--- config.mk ---
export PLATFORM = sky130hd
export DESIGN_NAME = fetch_unit_flat
export DESIGN_NICKNAME = d
export VERILOG_FILES = /design/src/rtl/fetch_if.sv /design/src/rtl/fetch_unit.sv /design/src/flat_wrapper.sv
export SDC_FILE = /design/constraint.sdc
export NUM_CORES = 1
export LEC_CHECK = 0
export ABC_AREA = 1
export BUFFER_PORTS_ARGS = -buffer_cell sky130_fd_sc_hd__buf_2
export CORE_MARGIN = 5
export CORE_UTILIZATION = 42
export DETAILED_ROUTE_END_ITERATION = 10
export GPL_TIMING_DRIVEN = 1
export PLACE_DENSITY = 0.62
export SETUP_SLACK_MARGIN = 0.1
export SLEW_MARGIN = 10
export SYNTH_ARGS = -nofsm -noshare
export SYNTH_HDL_FRONTEND = slang
export SYNTH_SLANG_ARGS = --single-unit
--- constraint.sdc ---
create_clock -name clk -period 16.5 [get_ports clk]
set_input_delay 1.65 -clock clk [delete_from_list [all_inputs] [get_ports clk]]
set_output_delay 1.65 -clock clk [all_outputs]
set_load 0.01 [all_outputs]
--- src/rtl/fetch_if.sv ---
// Fetch-stage bus: instruction-memory request/response channel, redirect input
// and the decode-side valid/ready queue head.
interface fetch_if #(
  parameter int XLEN = 32
);
  logic            imem_req_valid;
  logic            imem_req_ready;
  logic [XLEN-1:0] imem_req_addr;
  logic            imem_rsp_valid;
  logic [31:0]     imem_rsp_data;
  logic            redirect_valid;
  logic [XLEN-1:0] redirect_pc;
  logic            dec_valid;
  logic            dec_ready;
  logic [XLEN-1:0] dec_pc;
  logic [31:0]     dec_instr;

  modport master (
    output imem_req_valid, imem_req_addr, dec_valid, dec_pc, dec_instr,
    input  imem_req_ready, imem_rsp_valid, imem_rsp_data,
           redirect_valid, redirect_pc, dec_ready
  );

  modport slave (
    input  imem_req_valid, imem_req_addr, dec_valid, dec_pc, dec_instr,
    output imem_req_ready, imem_rsp_valid, imem_rsp_data,
           redirect_valid, redirect_pc, dec_ready
  );
endinterface

--- src/rtl/fetch_unit.sv ---
// Instruction fetch: owns the PC, keeps one imem request in flight, and queues
// {pc, instr} pairs for decode; redirects flush the queue and drop stale responses.
//
// state | meaning
// REQ   | may issue a request
// WAIT  | one request outstanding, its response will be queued
// DROP  | one request outstanding, its response will be discarded
module fetch_unit #(
  parameter int              XLEN     = 32,
  parameter logic [XLEN-1:0] RESET_PC = '0,
  parameter int              QDEPTH   = 2
) (
  input  logic            clk,
  input  logic            reset,
  fetch_if.master         bus,
  output logic [XLEN-1:0] pc
);

  localparam logic [1:0] S_REQ  = 2'd0;
  localparam logic [1:0] S_WAIT = 2'd1;
  localparam logic [1:0] S_DROP = 2'd2;

  localparam int PW = 2;
  localparam int CW = 3;
  localparam logic [CW-1:0] DEPTH = CW'(QDEPTH);

  logic [1:0]      state;
  logic [XLEN-1:0] req_pc;

  // Storage is sized for the largest QDEPTH; pointers wrap at QDEPTH.
  logic [XLEN-1:0] q_pc    [4];
  logic [31:0]     q_instr [4];
  logic [PW-1:0]   head, tail, head_nxt;
  logic [CW-1:0]   count, count_after_pop, count_nxt;

  logic flush, req_fire, push, pop;
  logic [XLEN-1:0] dec_pc_q;
  logic [31:0]     dec_instr_q;

  function automatic logic [PW-1:0] inc(input logic [PW-1:0] p);
    return (p == PW'(QDEPTH - 1)) ? '0 : p + PW'(1);
  endfunction

  assign flush              = bus.redirect_valid;
  assign bus.dec_valid      = (count != '0);
  assign bus.dec_pc         = dec_pc_q;
  assign bus.dec_instr      = dec_instr_q;
  assign bus.imem_req_addr  = pc;
  // Gated by reset so the request stays low while reset is held.
  assign bus.imem_req_valid = reset && (state == S_REQ) && (count < DEPTH) && !flush;

  assign req_fire = bus.imem_req_valid && bus.imem_req_ready;
  assign push     = (state == S_WAIT) && bus.imem_rsp_valid && !flush;
  assign pop      = bus.dec_valid && bus.dec_ready && !flush;

  assign head_nxt        = pop ? inc(head) : head;
  assign count_after_pop = count - CW'(pop);
  assign count_nxt       = flush ? '0 : count_after_pop + CW'(push);

  always_ff @(posedge clk or negedge reset) begin
    if (!reset) begin
      state <= S_REQ;
    end else begin
      case (state)
        S_REQ:   if (req_fire) state <= S_WAIT;
        S_WAIT:  if (bus.imem_rsp_valid) state <= S_REQ;
                 else if (flush) state <= S_DROP;
        S_DROP:  if (bus.imem_rsp_valid) state <= S_REQ;
        default: state <= S_REQ;
      endcase
    end
  end

  always_ff @(posedge clk or negedge reset) begin
    if (!reset) begin
      pc     <= RESET_PC;
      req_pc <= '0;
    end else begin
      if (flush)         pc <= {bus.redirect_pc[XLEN-1:2], 2'b00};
      else if (req_fire) pc <= pc + XLEN'(4);
      if (req_fire) req_pc <= pc;
    end
  end

  always_ff @(posedge clk or negedge reset) begin
    if (!reset) begin
      head  <= '0;
      tail  <= '0;
      count <= '0;
    end else begin
      count <= count_nxt;
      if (flush) begin
        head <= '0;
        tail <= '0;
      end else begin
        head <= head_nxt;
        if (push) tail <= inc(tail);
      end
    end
  end

  always_ff @(posedge clk) begin
    if (push) begin
      q_pc[tail]    <= req_pc;
      q_instr[tail] <= bus.imem_rsp_data;
    end
  end

  // Head registers load the entry that will be at the head next cycle and
  // otherwise hold, so an empty queue keeps showing the last instruction.
  always_ff @(posedge clk or negedge reset) begin
    if (!reset) begin
      dec_pc_q    <= '0;
      dec_instr_q <= '0;
    end else if (!flush && count_nxt != '0) begin
      if (count_after_pop == '0) begin
        dec_pc_q    <= req_pc;
        dec_instr_q <= bus.imem_rsp_data;
      end else begin
        dec_pc_q    <= q_pc[head_nxt];
        dec_instr_q <= q_instr[head_nxt];
      end
    end
  end

  stray_rsp: assert property (@(posedge clk) disable iff (!reset)
    !(state == S_REQ && bus.imem_rsp_valid));

endmodule

--- src/flat_wrapper.sv ---
// flat-port wrapper written by rule: the top's interface ports become plain ports
module fetch_unit_flat 
#(
  parameter int              XLEN     = 32,
  parameter logic [XLEN-1:0] RESET_PC = '0,
  parameter int              QDEPTH   = 2
)
  (clk, reset, pc, bus_imem_req_valid, bus_imem_req_addr, bus_dec_valid, bus_dec_pc, bus_dec_instr, bus_imem_req_ready, bus_imem_rsp_valid, bus_imem_rsp_data, bus_redirect_valid, bus_redirect_pc, bus_dec_ready);
  fetch_if #(.XLEN(XLEN)) bus_i ();
  input  logic clk;
  input  logic reset;
  output logic [XLEN-1:0] pc;
  output wire logic [$bits(bus_i.imem_req_valid)-1:0] bus_imem_req_valid;
  output wire logic [$bits(bus_i.imem_req_addr)-1:0] bus_imem_req_addr;
  output wire logic [$bits(bus_i.dec_valid)-1:0] bus_dec_valid;
  output wire logic [$bits(bus_i.dec_pc)-1:0] bus_dec_pc;
  output wire logic [$bits(bus_i.dec_instr)-1:0] bus_dec_instr;
  input wire logic [$bits(bus_i.imem_req_ready)-1:0] bus_imem_req_ready;
  input wire logic [$bits(bus_i.imem_rsp_valid)-1:0] bus_imem_rsp_valid;
  input wire logic [$bits(bus_i.imem_rsp_data)-1:0] bus_imem_rsp_data;
  input wire logic [$bits(bus_i.redirect_valid)-1:0] bus_redirect_valid;
  input wire logic [$bits(bus_i.redirect_pc)-1:0] bus_redirect_pc;
  input wire logic [$bits(bus_i.dec_ready)-1:0] bus_dec_ready;
  assign bus_imem_req_valid = bus_i.imem_req_valid;
  assign bus_imem_req_addr = bus_i.imem_req_addr;
  assign bus_dec_valid = bus_i.dec_valid;
  assign bus_dec_pc = bus_i.dec_pc;
  assign bus_dec_instr = bus_i.dec_instr;
  assign bus_i.imem_req_ready = bus_imem_req_ready;
  assign bus_i.imem_rsp_valid = bus_imem_rsp_valid;
  assign bus_i.imem_rsp_data = bus_imem_rsp_data;
  assign bus_i.redirect_valid = bus_redirect_valid;
  assign bus_i.redirect_pc = bus_redirect_pc;
  assign bus_i.dec_ready = bus_dec_ready;
  fetch_unit #(.XLEN(XLEN), .RESET_PC(RESET_PC), .QDEPTH(QDEPTH)) u_core (.clk(clk), .reset(reset), .bus(bus_i), .pc(pc));
endmodule
==> impl_metrics.ini <==
[floorplan]
ios = 200
dieArea_sq_um = 46000
start_util_pct = 42.2
die_height_um = 215
die_w_um = 215
num_rows = 75
core_area_sq_um = 41700

[timing]
fin_crit_sh_pct = 31.0
rsz0062_at_grt = no
finClkSkew_ps = 17.7
finalHoldViolCount = 0
tns_ps = 0
max_slew_margin_pct = 16.0
fin_crit_ps = 5120
slew_violations = 0
worst_pin_slew_ps = 1260
timing.fmax_ghz = 0.195
finalSetupViolCount = 0

[global_routing]
grt_max_degree = 109
grt_first_pass_wirelength_um = 70100
first_global_vias = 12600
overflow = 0
grt_usage_pct = 18.7
antenna_found_initial = 1

[detailed_routing]
drc = 0
vias_per_cell = 5.05
ant_nets = 0
wire_per_inst_um = 17.2
routed_wl_um = 44100
num_vias = 12900
drt_first_iter_violations = 864
drt_pass1_iterations = 5

[clock_tree]
post-cts-setup-buffers = 0
cts_max_level = 2
clock_path_buffers = 3
hold_buffers = 0
cts-resized-gates = 0
clkTransAtPathRegs_ps = 60
clk_latency_ps = 540
cts.sink_count = 379
ctsRootBufferMaster = clkbuf_16
tritoncts = done
numCtsBuffers = 41

[pwr]
power_density_nw_per_um2 = 133
ir_drop_uv = 65.5
leakagePower_nw = 9.01

[logic_synthesis]
yosysSeqAreaShare_pct = 61.0
ys_ff_latch = 379
synthSimpleGateAreaFrac_pct = 25.9
synth_top_family_by_area = simple AND/OR/NAND/NOR gates
synth_compound_area_share_pct = 2.16
muxShareOfSynthArea_pct = 0
netlist_instances = 1871
synth_fa_ha_area_share_pct = 0.356
synth-xor-area-share_pct = 0.648
syn_area_per_cell_sq_um = 9.39
synth_cell_types = 34
ys_warn_count = 0
syn_area_sq_um = 17600

[job]
max_cap_viol_count = 0

[final_layout]
stdcell_count = 2562
drive_gt1_share_pct = 14.3
num-fill-cells = 3945
multi_input_area_sq_um = 5160
nets = 2066
diodes = 0
regArea_sq_um = 10700
syn_to_final_growth_pct = 13.6

[worst_setup_path]
max_stage_delay_ps = 740
cp-startpoint = bus_redirect_valid
crit_buf_inv = 3
cp-endpoint = u_core.bus.dec_pc[13]
reg2reg_from = u_core.count[2]
critPathTopFamily = buffers and inverters
r2r_slack_ps = 12490
r2r-end = u_core.bus.dec_pc[13]
endpoint_kind = flip-flop
worstPathRequired_ps = 16960
r2r_cells = 10
critPathLaunchType = input port
critPathArrivalTime_ps = 5580
path_cells = buf_2 -> nor2_4 -> nand3_4 -> nand2_4 -> inv_2 -> buf_4 -> nand3_1 -> nand3_1 -> nand2_1 -> nand2_1
critical_path_class = in -> reg
crit_cells = 10
cp_max_fo = 64
cpMaxStageDelayCell = nand2_4

[min_path]
hold_path_class = reg -> reg

[placed_design]
dpl.cell_count = 2487
gp_congestion = 0.849
portBuffers = 191
dp.final_hpwl_um = 25200

[run_status]
status = finished clean
-- how the worst min path moves through the flow --
stage | from | end | slack (ps) | cells past startpoint
floorplan | u_core.req_pc[13] | u_core.q_pc[0][13] | 480 | 0
global placement | u_core.bus.dec_instr[15] | u_core.bus.dec_instr[15] | 460 | 2
detailed placement | u_core.bus.dec_instr[2] | u_core.bus.dec_instr[2] | 460 | 2
CTS | u_core.bus.dec_instr[2] | u_core.bus.dec_instr[2] | 480 | 2
global route | u_core.bus.dec_instr[28] | u_core.bus.dec_instr[28] | 490 | 2
finish | u_core.bus.dec_instr[2] | u_core.bus.dec_instr[2] | 470 | 2
-- area by class of cell --
| class | count | share of cell area, % |
|---|---|---|
| Sequential cell | 379 | 53.7 |
| Multi-Input combinational cell | 1102 | 25.8 |
| Clock buffer | 53 | 5.63 |
| Timing Repair Buffer | 205 | 5.34 |
| Inverter | 262 | 4.95 |
| Tap cell | 539 | 3.38 |
| Clock inverter | 22 | 1.16 |
-- synth_stat cells, drive strengths merged --
master / instances / area, sq um
a21oi: 7 / 35.0
and3: 1 / 6.26
buf: 105 / 648
clkbuf: 28 / 105
clkinv: 2 / 7.51
conb: 1 / 3.75
dfrtp: 131 / 3280
edfxtp: 248 / 7450
ha: 5 / 62.6
inv: 260 / 976
nand2: 418 / 1600
nand3: 338 / 1700
nand3b: 63 / 473
nand4: 4 / 25.0
nor2: 169 / 649
nor3: 16 / 91.3
nor4: 1 / 6.26
o211ai: 8 / 60.1
o21ai: 47 / 235
o21bai: 1 / 7.51
o221ai: 3 / 26.3
o31ai: 2 / 15.0
xnor2: 1 / 8.76
xor2: 12 / 105
-- logic make-up (layout without fill, tap and decap cells) --
logic type               count (synthesis)  after routing
AND/OR/NAND/NOR                       1010           1010
other                                    1              6
adder cells (fa/ha/maj)                  5              5
flip-flops                             379            379
AO/OA/AOI/OAI                           68             68
buffers and inverters                  395            542
XOR/XNOR                                13             13
-- per-layer routing --
metal  vias to the layer above  track usage, %  part of all wire (%)
met2                       419            31.5                    48
met5                         -               0                 0.016
met4                         2            4.85                   2.3
met3                        68            3.19                   6.3
met1                      6162            25.5                    44
li1                       6298               -                     -
-- power by group --
part | switching [mW] | internal (mW)
combinational | 0.320 | 0.171
clock | 0.372 | 0.546
sequential | 0.0984 | 1.15
-- flip-flops by register name, indices dropped and copies added (netlist names) --
signal and count:
u_core.q_instr 128, u_core.head 2, u_core.bus.dec_pc 30, u_core.tail 2
u_core.state 2, u_core.count 3, u_core.bus.imem_req_addr 30, u_core.req_pc 30
u_core.bus.dec_instr 32, u_core.q_pc 120
-- worst register-to-register path, cell delays in order, from the launching register on --
cell     delay [ps]
dfrtp_1         400
nor2_2          250
nand2_2         170
nand3_4         530
nand2_4         770
inv_2           760
buf_4           600
nand3_1         150
nand3_1         110
nand2_1         130
nand2_1          90
-- cell usage in the layout, fill, tap and decap left out, types with 2 or more instances in the layout --
cell type / Yosys / layout
a21oi_1: 7 / 7
buf_2: 41 / 190
buf_4: 50 / 14
bufinv_16: 0 / 4
clkbuf_1: 28 / 9
clkbuf_16: 0 / 43
clkinv_1: 2 / 5
clkinv_2: 0 / 7
clkinv_4: 0 / 3
clkinvlp_4: 0 / 4
conb_1: 1 / 6
dfrtp_1: 131 / 131
edfxtp_1: 248 / 248
ha_1: 5 / 5
inv_1: 255 / 255
inv_2: 5 / 3
inv_4: 0 / 2
nand2_1: 413 / 413
nand2_2: 2 / 2
nand2_4: 3 / 3
nand3_1: 337 / 336
nand3b_1: 63 / 63
nand4_1: 4 / 4
nor2_1: 165 / 163
nor2_2: 3 / 3
nor2_4: 1 / 3
nor3_1: 15 / 13
nor3_2: 0 / 2
o211ai_1: 8 / 8
o21ai_0: 47 / 47
o221ai_1: 3 / 3
o31ai_1: 2 / 2
xor2_1: 12 / 12
-- through the flow --
step	hold WS [ps]	power, mW	setup slack (ps)	util [%]	area [sq um]
5_1_grt	488	2.80	11090	47.9	20000
4_1_cts	476	2.69	11340	47.9	20000
3_3_place_gp	459	1.76	10830	44.7	18600
3_5_place_dp	460	1.77	10790	44.7	18600
2_1_floorplan	476	1.56	9680	-	17600
6_report	470	2.66	11380	47.9	20000
Note: power is estimated with default switching activity, not from simulation.
